--- config.mk ---
export PLATFORM = sky130hd
export DESIGN_NAME = ex_mem_skid_reg_flat
export DESIGN_NICKNAME = d
export VERILOG_FILES = /design/src/rtl/ex_mem_skid_reg_if.sv /design/src/rtl/ex_mem_skid_reg.sv /design/src/flat_wrapper.sv
export SDC_FILE = /design/constraint.sdc
export NUM_CORES = 1
export LEC_CHECK = 0
export ABC_AREA = 1
export BUFFER_PORTS_ARGS = -buffer_cell sky130_fd_sc_hd__buf_2
export CORE_AREA = 2 2 132 134
export CTS_CLUSTER_DIAMETER = 30
export DETAILED_ROUTE_END_ITERATION = 16
export DIE_AREA = 0 0 134 136
export PLACE_DENSITY = 0.74
export SLEW_MARGIN = 0
export SYNTH_ARGS = -nofsm -noshare
export SYNTH_HDL_FRONTEND = slang
export SYNTH_SLANG_ARGS = --single-unit
--- constraint.sdc ---
create_clock -name clk_i -period 4.6 [get_ports clk_i]
set_input_delay 0.23 -clock clk_i [delete_from_list [all_inputs] [get_ports clk_i]]
set_output_delay 0.23 -clock clk_i [all_outputs]
set_load 0.02 [all_outputs]
--- src/rtl/ex_mem_skid_reg_if.sv ---
// ex_mem_skid_reg_if: valid/ready pipeline bus carrying one EX->MEM entry.
interface ex_mem_skid_reg_if #(
  parameter int DATA_W  = 32,
  parameter int RADDR_W = 5,
  parameter int SIZE_W  = 3
);
  logic               valid;
  logic               ready;
  logic               regwrite;
  logic               memtoreg;
  logic               memread;
  logic               memwrite;
  logic [SIZE_W-1:0]  size;
  logic [DATA_W-1:0]  aluresult;
  logic [DATA_W-1:0]  rs2data;
  logic [RADDR_W-1:0] rd;
  modport master (output valid, regwrite, memtoreg, memread, memwrite, size, aluresult, rs2data, rd,
                  input ready);
  modport slave  (input valid, regwrite, memtoreg, memread, memwrite, size, aluresult, rs2data, rd,
                  output ready);
endinterface

--- src/rtl/ex_mem_skid_reg.sv ---
// ex_mem_skid_reg: EX->MEM pipeline register with 2-entry skid buffer, flush and forwarding taps.
module ex_mem_skid_reg #(
  parameter int DATA_W     = 32,
  parameter int RADDR_W    = 5,
  parameter int SIZE_W     = 3,
  parameter int RD0_SQUASH = 1
) (
  input  logic               clk_i,
  input  logic               rst_i,
  input  logic               flush_i,
  ex_mem_skid_reg_if.slave   exBus,
  ex_mem_skid_reg_if.master  memBus,
  output logic               fwd_valid_o,
  output logic [RADDR_W-1:0] fwd_rd_o,
  output logic [DATA_W-1:0]  fwd_data_o
);
  typedef struct packed {
    logic               regwrite;
    logic               memtoreg;
    logic               memread;
    logic               memwrite;
    logic [SIZE_W-1:0]  size;
    logic [DATA_W-1:0]  aluresult;
    logic [DATA_W-1:0]  rs2data;
    logic [RADDR_W-1:0] rd;
  } entry_t;
  typedef enum logic [1:0] {EMPTY, ONE, FULL} state_t;
  state_t state;
  entry_t outQ, skidQ, inEntry;
  logic   validQ, readyQ, acc, drn;
  function automatic entry_t dropCtrl(input entry_t e);
    dropCtrl          = e;
    dropCtrl.regwrite = 1'b0;
    dropCtrl.memtoreg = 1'b0;
    dropCtrl.memread  = 1'b0;
    dropCtrl.memwrite = 1'b0;
  endfunction
  always_comb begin
    inEntry.regwrite  = exBus.regwrite & ~((RD0_SQUASH != 0) & (exBus.rd == '0));
    inEntry.memtoreg  = exBus.memtoreg;
    inEntry.memread   = exBus.memread;
    inEntry.memwrite  = exBus.memwrite;
    inEntry.size      = exBus.size;
    inEntry.aluresult = exBus.aluresult;
    inEntry.rs2data   = exBus.rs2data;
    inEntry.rd        = exBus.rd;
  end
  assign acc = exBus.valid & readyQ & ~flush_i;
  assign drn = validQ & memBus.ready;
  // Control bits are cleared whenever OUT empties, so valid_o=0 always reads as a bubble.
  always_ff @(posedge clk_i or posedge rst_i) begin
    if (rst_i) begin
      state  <= EMPTY;
      validQ <= 1'b0;
      readyQ <= 1'b1;
      outQ   <= '0;
      skidQ  <= '0;
    end else if (flush_i) begin
      state  <= EMPTY;
      validQ <= 1'b0;
      readyQ <= 1'b1;
      outQ   <= dropCtrl(outQ);
    end else begin
      unique case (state)
        EMPTY: if (acc) begin
          state  <= ONE;
          validQ <= 1'b1;
          outQ   <= inEntry;
        end
        ONE: if (acc && drn) begin
          outQ <= inEntry;
        end else if (acc) begin
          state  <= FULL;
          readyQ <= 1'b0;
          skidQ  <= inEntry;
        end else if (drn) begin
          state  <= EMPTY;
          validQ <= 1'b0;
          outQ   <= dropCtrl(outQ);
        end
        FULL: if (drn) begin
          state  <= ONE;
          readyQ <= 1'b1;
          outQ   <= skidQ;
        end
        default: begin
          state  <= EMPTY;
          validQ <= 1'b0;
          readyQ <= 1'b1;
        end
      endcase
    end
  end
  assign exBus.ready      = readyQ;
  assign memBus.valid     = validQ;
  assign memBus.regwrite  = outQ.regwrite;
  assign memBus.memtoreg  = outQ.memtoreg;
  assign memBus.memread   = outQ.memread;
  assign memBus.memwrite  = outQ.memwrite;
  assign memBus.size      = outQ.size;
  assign memBus.aluresult = outQ.aluresult;
  assign memBus.rs2data   = outQ.rs2data;
  assign memBus.rd        = outQ.rd;
  assign fwd_valid_o      = validQ & outQ.regwrite;
  assign fwd_rd_o         = outQ.rd;
  assign fwd_data_o       = outQ.aluresult;
endmodule

--- src/flat_wrapper.sv ---
// flat-port wrapper written by rule: the top's interface ports become plain ports
module ex_mem_skid_reg_flat 
#(
  parameter int DATA_W     = 32,
  parameter int RADDR_W    = 5,
  parameter int SIZE_W     = 3,
  parameter int RD0_SQUASH = 1
)
  (clk_i, rst_i, flush_i, fwd_valid_o, fwd_rd_o, fwd_data_o, exBus_valid, exBus_regwrite, exBus_memtoreg, exBus_memread, exBus_memwrite, exBus_size, exBus_aluresult, exBus_rs2data, exBus_rd, exBus_ready, memBus_valid, memBus_regwrite, memBus_memtoreg, memBus_memread, memBus_memwrite, memBus_size, memBus_aluresult, memBus_rs2data, memBus_rd, memBus_ready);
  ex_mem_skid_reg_if #(.DATA_W(DATA_W), .RADDR_W(RADDR_W), .SIZE_W(SIZE_W)) exBus_i ();
  ex_mem_skid_reg_if #(.DATA_W(DATA_W), .RADDR_W(RADDR_W), .SIZE_W(SIZE_W)) memBus_i ();
  input  logic clk_i;
  input  logic rst_i;
  input  logic flush_i;
  output logic fwd_valid_o;
  output logic [RADDR_W-1:0] fwd_rd_o;
  output logic [DATA_W-1:0] fwd_data_o;
  input wire logic [$bits(exBus_i.valid)-1:0] exBus_valid;
  input wire logic [$bits(exBus_i.regwrite)-1:0] exBus_regwrite;
  input wire logic [$bits(exBus_i.memtoreg)-1:0] exBus_memtoreg;
  input wire logic [$bits(exBus_i.memread)-1:0] exBus_memread;
  input wire logic [$bits(exBus_i.memwrite)-1:0] exBus_memwrite;
  input wire logic [$bits(exBus_i.size)-1:0] exBus_size;
  input wire logic [$bits(exBus_i.aluresult)-1:0] exBus_aluresult;
  input wire logic [$bits(exBus_i.rs2data)-1:0] exBus_rs2data;
  input wire logic [$bits(exBus_i.rd)-1:0] exBus_rd;
  output wire logic [$bits(exBus_i.ready)-1:0] exBus_ready;
  output wire logic [$bits(memBus_i.valid)-1:0] memBus_valid;
  output wire logic [$bits(memBus_i.regwrite)-1:0] memBus_regwrite;
  output wire logic [$bits(memBus_i.memtoreg)-1:0] memBus_memtoreg;
  output wire logic [$bits(memBus_i.memread)-1:0] memBus_memread;
  output wire logic [$bits(memBus_i.memwrite)-1:0] memBus_memwrite;
  output wire logic [$bits(memBus_i.size)-1:0] memBus_size;
  output wire logic [$bits(memBus_i.aluresult)-1:0] memBus_aluresult;
  output wire logic [$bits(memBus_i.rs2data)-1:0] memBus_rs2data;
  output wire logic [$bits(memBus_i.rd)-1:0] memBus_rd;
  input wire logic [$bits(memBus_i.ready)-1:0] memBus_ready;
  assign exBus_i.valid = exBus_valid;
  assign exBus_i.regwrite = exBus_regwrite;
  assign exBus_i.memtoreg = exBus_memtoreg;
  assign exBus_i.memread = exBus_memread;
  assign exBus_i.memwrite = exBus_memwrite;
  assign exBus_i.size = exBus_size;
  assign exBus_i.aluresult = exBus_aluresult;
  assign exBus_i.rs2data = exBus_rs2data;
  assign exBus_i.rd = exBus_rd;
  assign exBus_ready = exBus_i.ready;
  assign memBus_valid = memBus_i.valid;
  assign memBus_regwrite = memBus_i.regwrite;
  assign memBus_memtoreg = memBus_i.memtoreg;
  assign memBus_memread = memBus_i.memread;
  assign memBus_memwrite = memBus_i.memwrite;
  assign memBus_size = memBus_i.size;
  assign memBus_aluresult = memBus_i.aluresult;
  assign memBus_rs2data = memBus_i.rs2data;
  assign memBus_rd = memBus_i.rd;
  assign memBus_i.ready = memBus_ready;
  ex_mem_skid_reg #(.DATA_W(DATA_W), .RADDR_W(RADDR_W), .SIZE_W(SIZE_W), .RD0_SQUASH(RD0_SQUASH)) u_core (.clk_i(clk_i), .rst_i(rst_i), .flush_i(flush_i), .exBus(exBus_i), .memBus(memBus_i), .fwd_valid_o(fwd_valid_o), .fwd_rd_o(fwd_rd_o), .fwd_data_o(fwd_data_o));
endmodule
==> results list, run 1 <==
- Final count of negative-setup-slack endpoints: 0
* Routability cong.: 0.755
- The number of global-route vias before repair is 5,528.
* Type of the worst min-delay path: in2async
- Share of post-route cells with drive strength above 1: 31.2%
* DRC viols: 0
- Per-cell routed wire length: 13.3 µm
- The clock passes through at most 2 buffers.
- In this run the top signal layer used is met4.
- On the worst path, the slowest cell contributes a delay of 0.63 ns.
* Core ar.: 16,900 µm²
- Hold Worst Slack: -0.0127 ns
- At the pin with the least slew margin, the transition time is 1.01 ns.
- Library cells used by synthesis: 22
- Detail Route met3 WL: 685 µm
- Setup TNS: 0 ns
* Total track usage: 18.6%
* Final global-route overflow total: 0
* Final WS setup: 2.00 ns
- Sequential area share after synthesis: 52.8%
- The initial antenna violation count was 0.
- In this run the cell area of the synthesized design comes to 7390 µm².
- Final-report hold violation count: 7
- The first global-routing pass estimated 26.7 mm of wire.
* Worst Setup Start Kind: flop
* Top flip-flop cell by instance count after synthesis: sky130_fd_sc_hd__dfrtp_1
- CTS built an H-tree with a depth of 4.
- sky130_fd_sc_hd__nand2_1 is the most common cell in the netlist.
* Nets: 1,067
- Starting utilization of the core area: 43.8%
- Sum of routed wire segments on met1: 7.42 mm
- Post-cts sizing count: 0
- Vias per cell: 4.65
- For this design, the CTS-stage hold fixing added 0 buffers.
* Clk sinks: 156
- Start-to-end type of the worst setup path: reg2reg
- Summed over all cells, the static leakage comes to 5.06 nW.
- Total power after layout: 6.26 mW
- After clock tree synthesis, the clock-pin slew on the worst setup and hold paths is 0.06 ns.
* Drt initial violations: 274
- Clock buffers created by TritonCTS: 17
- Measured along the y axis, the die boundary spans 136 µm.
- Worst-skew pair later-pin latency: 0.42 ns
- Arrival time worst endpoint: 2.90 ns
- For this block, the routed nets add up to 16.2 mm of wire.
- Area growth syn-to-layout: 19.5%
- The critical path contains buffers and inverters numbering 3 combined.
- Worst slew margin relative to its limit: 32.3%
- The checks that failed: negative hold slack.
- Detailed placement finished with a half-perimeter wire length of 10.5 mm.
- On the critical path, the stage with the largest delay is an instance of sky130_fd_sc_hd__nand3_4.
- Full die area: 18,200 µm²
- The number of antenna diodes in the final layout is 0.
- Setup repair after global routing left no endpoint under its margin.
- Post-CTS timing repair inserted 0 buffers for setup.
* Critical Path Sink Type: flop
- Entering global routing, the biggest net connects 92 pins.
* First-pass detailed-route iteration total: 6
* Depth of the critical timing path with buffers and inverters included: 7
- Critical-path maximum fanout: 57
* Number of flops mapped to enable cells by yosys: 0
- The number of nets handed over by synthesis was 920.
- Subtracting the final worst setup slack from the clock period gives 2.60 ns.
- Yosys reg bits: 156
- Wire segments on met2 add up to 7.94 mm in the final route.
- Worst r2r path cells: 7
- Across the run, the number of max-cap violations was 0.
* Die W: 134 µm
- The top cell type by area accounts for 52.5% of the synthesized area.
- Outcome: complete, but fails checks
* Leading post-synthesis cells by instance count: 484 x sky130_fd_sc_hd__nand2_1, 155 x sky130_fd_sc_hd__dfrtp_1, 58 x sky130_fd_sc_hd__mux2_2, 38 x sky130_fd_sc_hd__buf_4, 15 x sky130_fd_sc_hd__inv_1
* CP Data Required Time: 4.90 ns
* Number of I/O port buffers: 196
- Worst setup timing slack at the placement stage: 1.99 ns
* Average size of a mapped cell: 8.85 µm²
- In this run the power density over the cells is 708 nW/µm².
* Family of cells with the greatest summed delay on the critical path: simple AND/OR/NAND/NOR gates
* Sequence of cells on the critical path: inv_1 -> ha_1 -> inv_2 -> nor2_4 -> nand3_4 -> buf_4 -> mux2_1
* Worst supply voltage drop on vdd: 0.272 mV
* Cell type contributing the most total cell area after synthesis: sky130_fd_sc_hd__dfrtp_1
- I/O pin total: 197
- Once detail routing completed, the nets flagged for antenna violations numbered 0.
- Across the routed clock network, the largest skew measured is 0.00810 ns.
* Top cells by area in the synthesized netlist: sky130_fd_sc_hd__dfrtp_1 52%, sky130_fd_sc_hd__nand2_1 25%, sky130_fd_sc_hd__mux2_2 8.8%, sky130_fd_sc_hd__buf_4 3.9%, sky130_fd_sc_hd__buf_6 2.1%
- Vias post-DR: 5,679
* Max Clk Rate: 385 MHz
- Once layout is complete, the utilization of the core stands at 52.3%.
- Final cycle utilization of the critical path: 56.5%
- Max Slew Vio Count: 0
* Number of instances in the synthesized netlist: 835
- Floorplan row count: 48
* Asr flop ratio synth: 100%
- Clock tree from TritonCTS: done
- Warnings, synthesis: 0
* Root Driver: sky130_fd_sc_hd__clkbuf_16
cell families (layout without fill, tap and decap cells):
group,Yosys count,in the layout,share of synthesized area (%)
buffers and inverters,91,251,8.12
DFF,156,156,52.8
and+or+nand+nor,505,505,26.3
AOI/OAI and AO/OA,5,5,0.338
muxes,74,74,11.8
adders and majority gates,4,4,0.677
sequential cells by signal, summed over array words and instances (netlist names):
signal                  cells
u_core.exBus.ready          1
u_core.memBus.rs2data      32
u_core.state                2
u_core.memBus.size          3
u_core.skidQ               76
u_core.memBus.regwrite      1
u_core.memBus.memtoreg      1
u_core.memBus.memwrite      1
u_core.memBus.valid         1
u_core.fwd_rd_o             5
u_core.memBus.memread       1
u_core.fwd_data_o          32
power by group:
| part | internal (mW) | total (mW) | switching (mW) |
|---|---|---|---|
| Sequential | 1.99 | 2.34 | 0.345 |
| Combinational | 0.888 | 2.38 | 1.50 |
| Clock | 0.978 | 1.53 | 0.555 |
worst register-to-register path, stage by stage (launching register included):
cell	delay, ns
sky130_fd_sc_hd__dfrtp_1	0.42
sky130_fd_sc_hd__inv_1	0.10
sky130_fd_sc_hd__ha_1	0.21
sky130_fd_sc_hd__inv_2	0.06
sky130_fd_sc_hd__nor2_4	0.14
sky130_fd_sc_hd__nand3_4	0.63
sky130_fd_sc_hd__buf_4	0.57
sky130_fd_sc_hd__mux2_1	0.35
routing by layer:
layer	vias up	track usage, %
li1	2842	-
met1	2679	24.1
met2	145	31.5
met3	13	3.73
met4	0	5.97
met5	-	0
final timing paths:
path / startpoint / end / slack (ns)
min: rst_i / u_core.fwd_data_o[19]$_DFFE_PP0P_ / -0.01
max in group asynchronous: rst_i / u_core.fwd_data_o[31]$_DFFE_PP0P_ / 3.60
min in group clk_i: exBus_rs2data[3] / u_core.skidQ[8]$_DFFE_PP0P_ / 0.04
min reg2reg: u_core.memBus.rs2data[30]$_DFFE_PP0P_ / u_core.memBus.rs2data[30]$_DFFE_PP0P_ / 0.47
max reg2reg: u_core.state[1]$_DFFE_PP0P_ / u_core.skidQ[13]$_DFFE_PP0P_ / 2.00
max: u_core.state[1]$_DFFE_PP0P_ / u_core.skidQ[13]$_DFFE_PP0P_ / 2.00
layout by cell type, fill, tap and decap left out, types with 2 or more instances in the layout:
master	synthesis	routed
sky130_fd_sc_hd__buf_4	38	7
sky130_fd_sc_hd__dfrtp_1	155	155
sky130_fd_sc_hd__nor2_1	7	7
sky130_fd_sc_hd__mux2_2	58	58
sky130_fd_sc_hd__mux2_4	10	10
sky130_fd_sc_hd__clkbuf_16	0	17
sky130_fd_sc_hd__nand3_1	8	8
sky130_fd_sc_hd__inv_2	1	2
sky130_fd_sc_hd__nor2_4	2	2
sky130_fd_sc_hd__clkinv_2	0	3
sky130_fd_sc_hd__buf_2	9	196
sky130_fd_sc_hd__bufinv_16	0	5
sky130_fd_sc_hd__o21ai_0	4	4
sky130_fd_sc_hd__mux2_1	6	6
sky130_fd_sc_hd__nand2_1	484	483
sky130_fd_sc_hd__clkbuf_1	14	3
sky130_fd_sc_hd__ha_1	4	4
sky130_fd_sc_hd__inv_6	0	2
sky130_fd_sc_hd__nand2_2	1	2
sky130_fd_sc_hd__inv_1	15	13
cell type report:
type / instances / area [µm²]
inverter: 16 / 65.1
multi-input combinational: 588 / 2910
timing repair buffer: 203 / 1030
fill: 1558 / 8050
tap: 225 / 282
clock buffer: 21 / 450
sequential: 156 / 3910
clock inverter: 11 / 190
metrics by stage:
stage / hold slack [ns] / instance area [µm²] / std cells
floorplan: 0.362 / 7390 / 835
global placement: 0.457 / 8190 / 1188
detailed placement: 0.461 / 8190 / 1188
CTS: 0.0125 / 8830 / 1220
global route: 0.0262 / 8830 / 1220
finish: -0.0127 / 8830 / 1220
Note: power is estimated with default switching activity, not from simulation.
==> run 2, diff against run 1 <==
- PLACE_DENSITY: 0.74 -> 0.72
- clock period: 4.6 -> 2.5 ns (I/O delays scaled with it)
==> run 2 against run 1 <==
- the flow still finishes with violations (negative hold slack)
- via count increased by 5.1%
- power up 81%
- wire length increased by 6.4%
- count of clock-buffer cells in the layout grew 1
- die area is the same
- hold slack worse by 0.0097 ns
- critical path type unchanged
- critical endpoint is now u_core.memBus.rs2data[22]$_DFFE_PP0P_
- largest power group unchanged
==> results list, run 2 (synthesis results as in run 1) <==
* Hpwl dp: 10.3 mm (-1.4%)
- The total DRC errors in the routed layout was 0 (unchanged).
- The cell area reported after detailed placement is 8280 µm² (+1.1%).
- The cell count after placement came to 1,192 (+0.34%).
- Worst Setup Start Kind: flop
- Largest Register: u_core.skidQ
- The total die area was 18,200 µm² (unchanged).
- Leaving out fill and tap cells, the most frequent cell in the layout is sky130_fd_sc_hd__nand2_1.
- Fillers: 1,499 (-3.8%)
* Maxcap violations: 0 (unchanged)
- The final worst clock skew was 0.00740 ns (-0.000704 ns).
- Setup repair after global routing left no endpoint under its margin.
* Final cycle utilization of the critical path: 79.6% (+23 points)
- The max-slew headroom at the worst pin was 45.3% (+13 points).
* Antenna diode instance count: 0 (unchanged)
- The initial standard-cell utilization of the core is 43.8% (unchanged).
- CP Data Required Time: 2.85 ns (-2.05 ns)
- The wire length of the first global-routing pass came to 27.9 mm (+4.4%).
- The final design area excluding fillers was 9570 µm² (+8.4%).
* First-pass detailed-route iteration total: 4 (-2)
* Number of nets with antenna violations after detailed routing: 0 (unchanged)
- Nets: 1,144 (+7.2%)
- Footprint of the multi-input gates: 2910 µm² (unchanged)
* Vias post-DR: 5,969 (+5.1%)
- The number of instances resized during post-cts repair came to 0 (unchanged).
- The fmax was 503 MHz (+31%).
* Setup TNS: 0 ns (unchanged)
- The final max-slew violation count was 0 (unchanged).
* Shortest clock period the worst path allows after layout: 1.99 ns (-0.610 ns)
- Vias per cell: 4.60 (-1.1%)
- The number of levels the H-tree was split into was 4 (unchanged).
- Vias in the first global route: 5,835 (+5.6%)
- Final count of negative-setup-slack endpoints: 0 (unchanged)
* Leakage power: 5.36 nW (+6.0%)
- Transition time at the pin with the least slew margin: 0.820 ns (-0.191 ns)
* Most frequent cells in the layout: 483 x sky130_fd_sc_hd__nand2_1, 196 x sky130_fd_sc_hd__buf_2, 155 x sky130_fd_sc_hd__dfrtp_1
- Arrival time worst endpoint: 2.34 ns (-0.56 ns)
- Worst supply voltage drop on vdd: 0.634 mV (+130%)
- The initial antenna violation count is 0 (unchanged).
* Number of I/O port buffers: 196 (unchanged)
* Share of post-route cells with drive strength above 1: 29.6% (-1.6 points)
* Start-to-end type of the worst setup path: reg2reg
- Outcome: complete, but fails checks
- Area growth syn-to-layout: 29.5%
- The standard-cell row count was 48 (unchanged).
- Flip-flop count of the largest register, all copies and words added: 76 (unchanged)
- The chip height is 136 µm (unchanged).
* Core ar.: 16,900 µm² (unchanged)
* Per-cell routed wire length: 13.3 µm (about the same)
- Clock tree from TritonCTS: done
* Die W: 134 µm (unchanged)
- The clock slew seen by the registers of the worst setup and hold paths is 0.06 ns (about the same).
- Clk sinks: 156 (unchanged)
* Root Driver: sky130_fd_sc_hd__clkbuf_16
- The detailed router's first-iteration violation count was 291 (+6.2%).
* Total power after layout: 11.4 mW (+81%)
* Violations in the final reports: negative hold slack
- Routability cong.: 0.794 (+5.2%)
- Clock buffers created by TritonCTS: 17 (unchanged)
* Reg-to-Reg Start: u_core.state[0]$_DFFE_PP0P_
- The worst hold path belongs to the class in2async.
- The clock latency reported for the late side of the worst-skew pair came to 0.41 ns (about the same).
- The maximum root-to-sink buffer count came to 2 (unchanged).
- The power density over cell area came to 1190 nW/µm² (+67%).
- Final global-route overflow total: 0 (unchanged)
- Hold Worst Slack: -0.0224 ns (-0.00966 ns)
* Maximum number of pins on one net before global-route repair: 157 (+71%)
- The wire length reported by the detailed router was 17.2 mm (+6.4%).
- Non-filler instance count after layout: 1,297 (+6.3%)
* Final-report hold violation count: 5 (-2)
- STA classifies the critical path endpoint as a flop.
- Total area of sequential cells: 3910 µm² (unchanged)
* Total track usage: 19.3% (+0.66 points)
- I/O pin total: 197 (unchanged)
- Final core utilization: 56.7% (+4.4 points)
- The maximum fanout count along the critical path was 28 (-51%).
- The post-CTS setup repair buffer count was 0 (unchanged).
* Launching instance or port of the critical path: u_core.state[0]$_DFFE_PP0P_
==> run 2: cell types whose count changed in the layout (fill, tap and decap cells not counted) <==
cell | previous run | this run
sky130_fd_sc_hd__dlygate4sd3_1 | 0 | 73
sky130_fd_sc_hd__buf_12 | 0 | 5
sky130_fd_sc_hd__bufinv_16 | 5 | 0
sky130_fd_sc_hd__clkbuf_8 | 1 | 5
sky130_fd_sc_hd__clkinvlp_4 | 1 | 5
sky130_fd_sc_hd__clkbuf_1 | 3 | 0
sky130_fd_sc_hd__clkinv_2 | 3 | 5
sky130_fd_sc_hd__buf_4 | 7 | 6
sky130_fd_sc_hd__clkinv_4 | 1 | 0
sky130_fd_sc_hd__inv_6 | 2 | 1
==> run 2: power by group <==
part / total, mW / internal (mW) / leakage (nW) / switching (mW)
Combinational: 4.64 / 1.80 / 3.14 / 2.85
Sequential: 4.31 / 3.67 / 1.95 / 0.637
Clock: 2.40 / 1.40 / 0.270 / 1.01
==> run 2: metal layers <==
| metal | global-route usage, % | wire length [µm] |
|---|---|---|
| met2 | 32.1 | 8230 |
| met4 | 5.50 | 189 |
| met1 | 25.2 | 8030 |
| met3 | 4.66 | 794 |
| met5 | 0 | 0 |
==> run 2: layout make-up <==
| type | count | share of cell area (%) |
|---|---|---|
| sequential | 156 | 40.8 |
| clock inverter | 10 | 0.667 |
| inverter | 16 | 0.667 |
| tap | 225 | 2.94 |
| timing repair buffer | 280 | 19.4 |
| multi-input combinational | 588 | 30.4 |
| clock buffer | 22 | 5.16 |
==> run 2: metrics by stage <==
stage	hold WS [ns]	setup slack, ns
finish	-0.0224	0.511
global route	0.0159	0.307
CTS	0.000768	0.506
detailed placement	0.363	0.549
global placement	0.357	0.645
floorplan	0.257	0.403
==> run 2: final timing paths <==
| path | to | cells after the start | slack [ns] |
|---|---|---|---|
| worst max-delay path | u_core.memBus.rs2data[22]$_DFFE_PP0P_ | 8 | 0.51 |
| worst min-delay path | u_core.fwd_data_o[6]$_DFFE_PP0P_ | 3 | -0.02 |
| worst max register to register | u_core.memBus.rs2data[22]$_DFFE_PP0P_ | 8 | 0.51 |
| worst min register to register | u_core.memBus.rs2data[12]$_DFFE_PP0P_ | 2 | 0.48 |
| max in group asynchronous | u_core.skidQ[3]$_DFFE_PP0P_ | 3 | 1.94 |
| min in group clk_i | u_core.skidQ[2]$_DFFE_PP0P_ | 3 | 0.02 |
==> run 2: critical path: stages, from the launching register on <==
cell                      delay, ns
sky130_fd_sc_hd__dfrtp_1       0.43
sky130_fd_sc_hd__inv_1         0.09
sky130_fd_sc_hd__ha_1          0.25
sky130_fd_sc_hd__a21oi_1       0.32
sky130_fd_sc_hd__nand3_1       0.18
sky130_fd_sc_hd__nor2_4        0.15
sky130_fd_sc_hd__buf_4         0.33
sky130_fd_sc_hd__nand2_1       0.10
sky130_fd_sc_hd__nand2_1       0.07
==> run 2: timing repair <==
item,CTS,global route
hold endpoints to repair,107,0
hold buffers,73,0
setup endpoints to repair,0,0
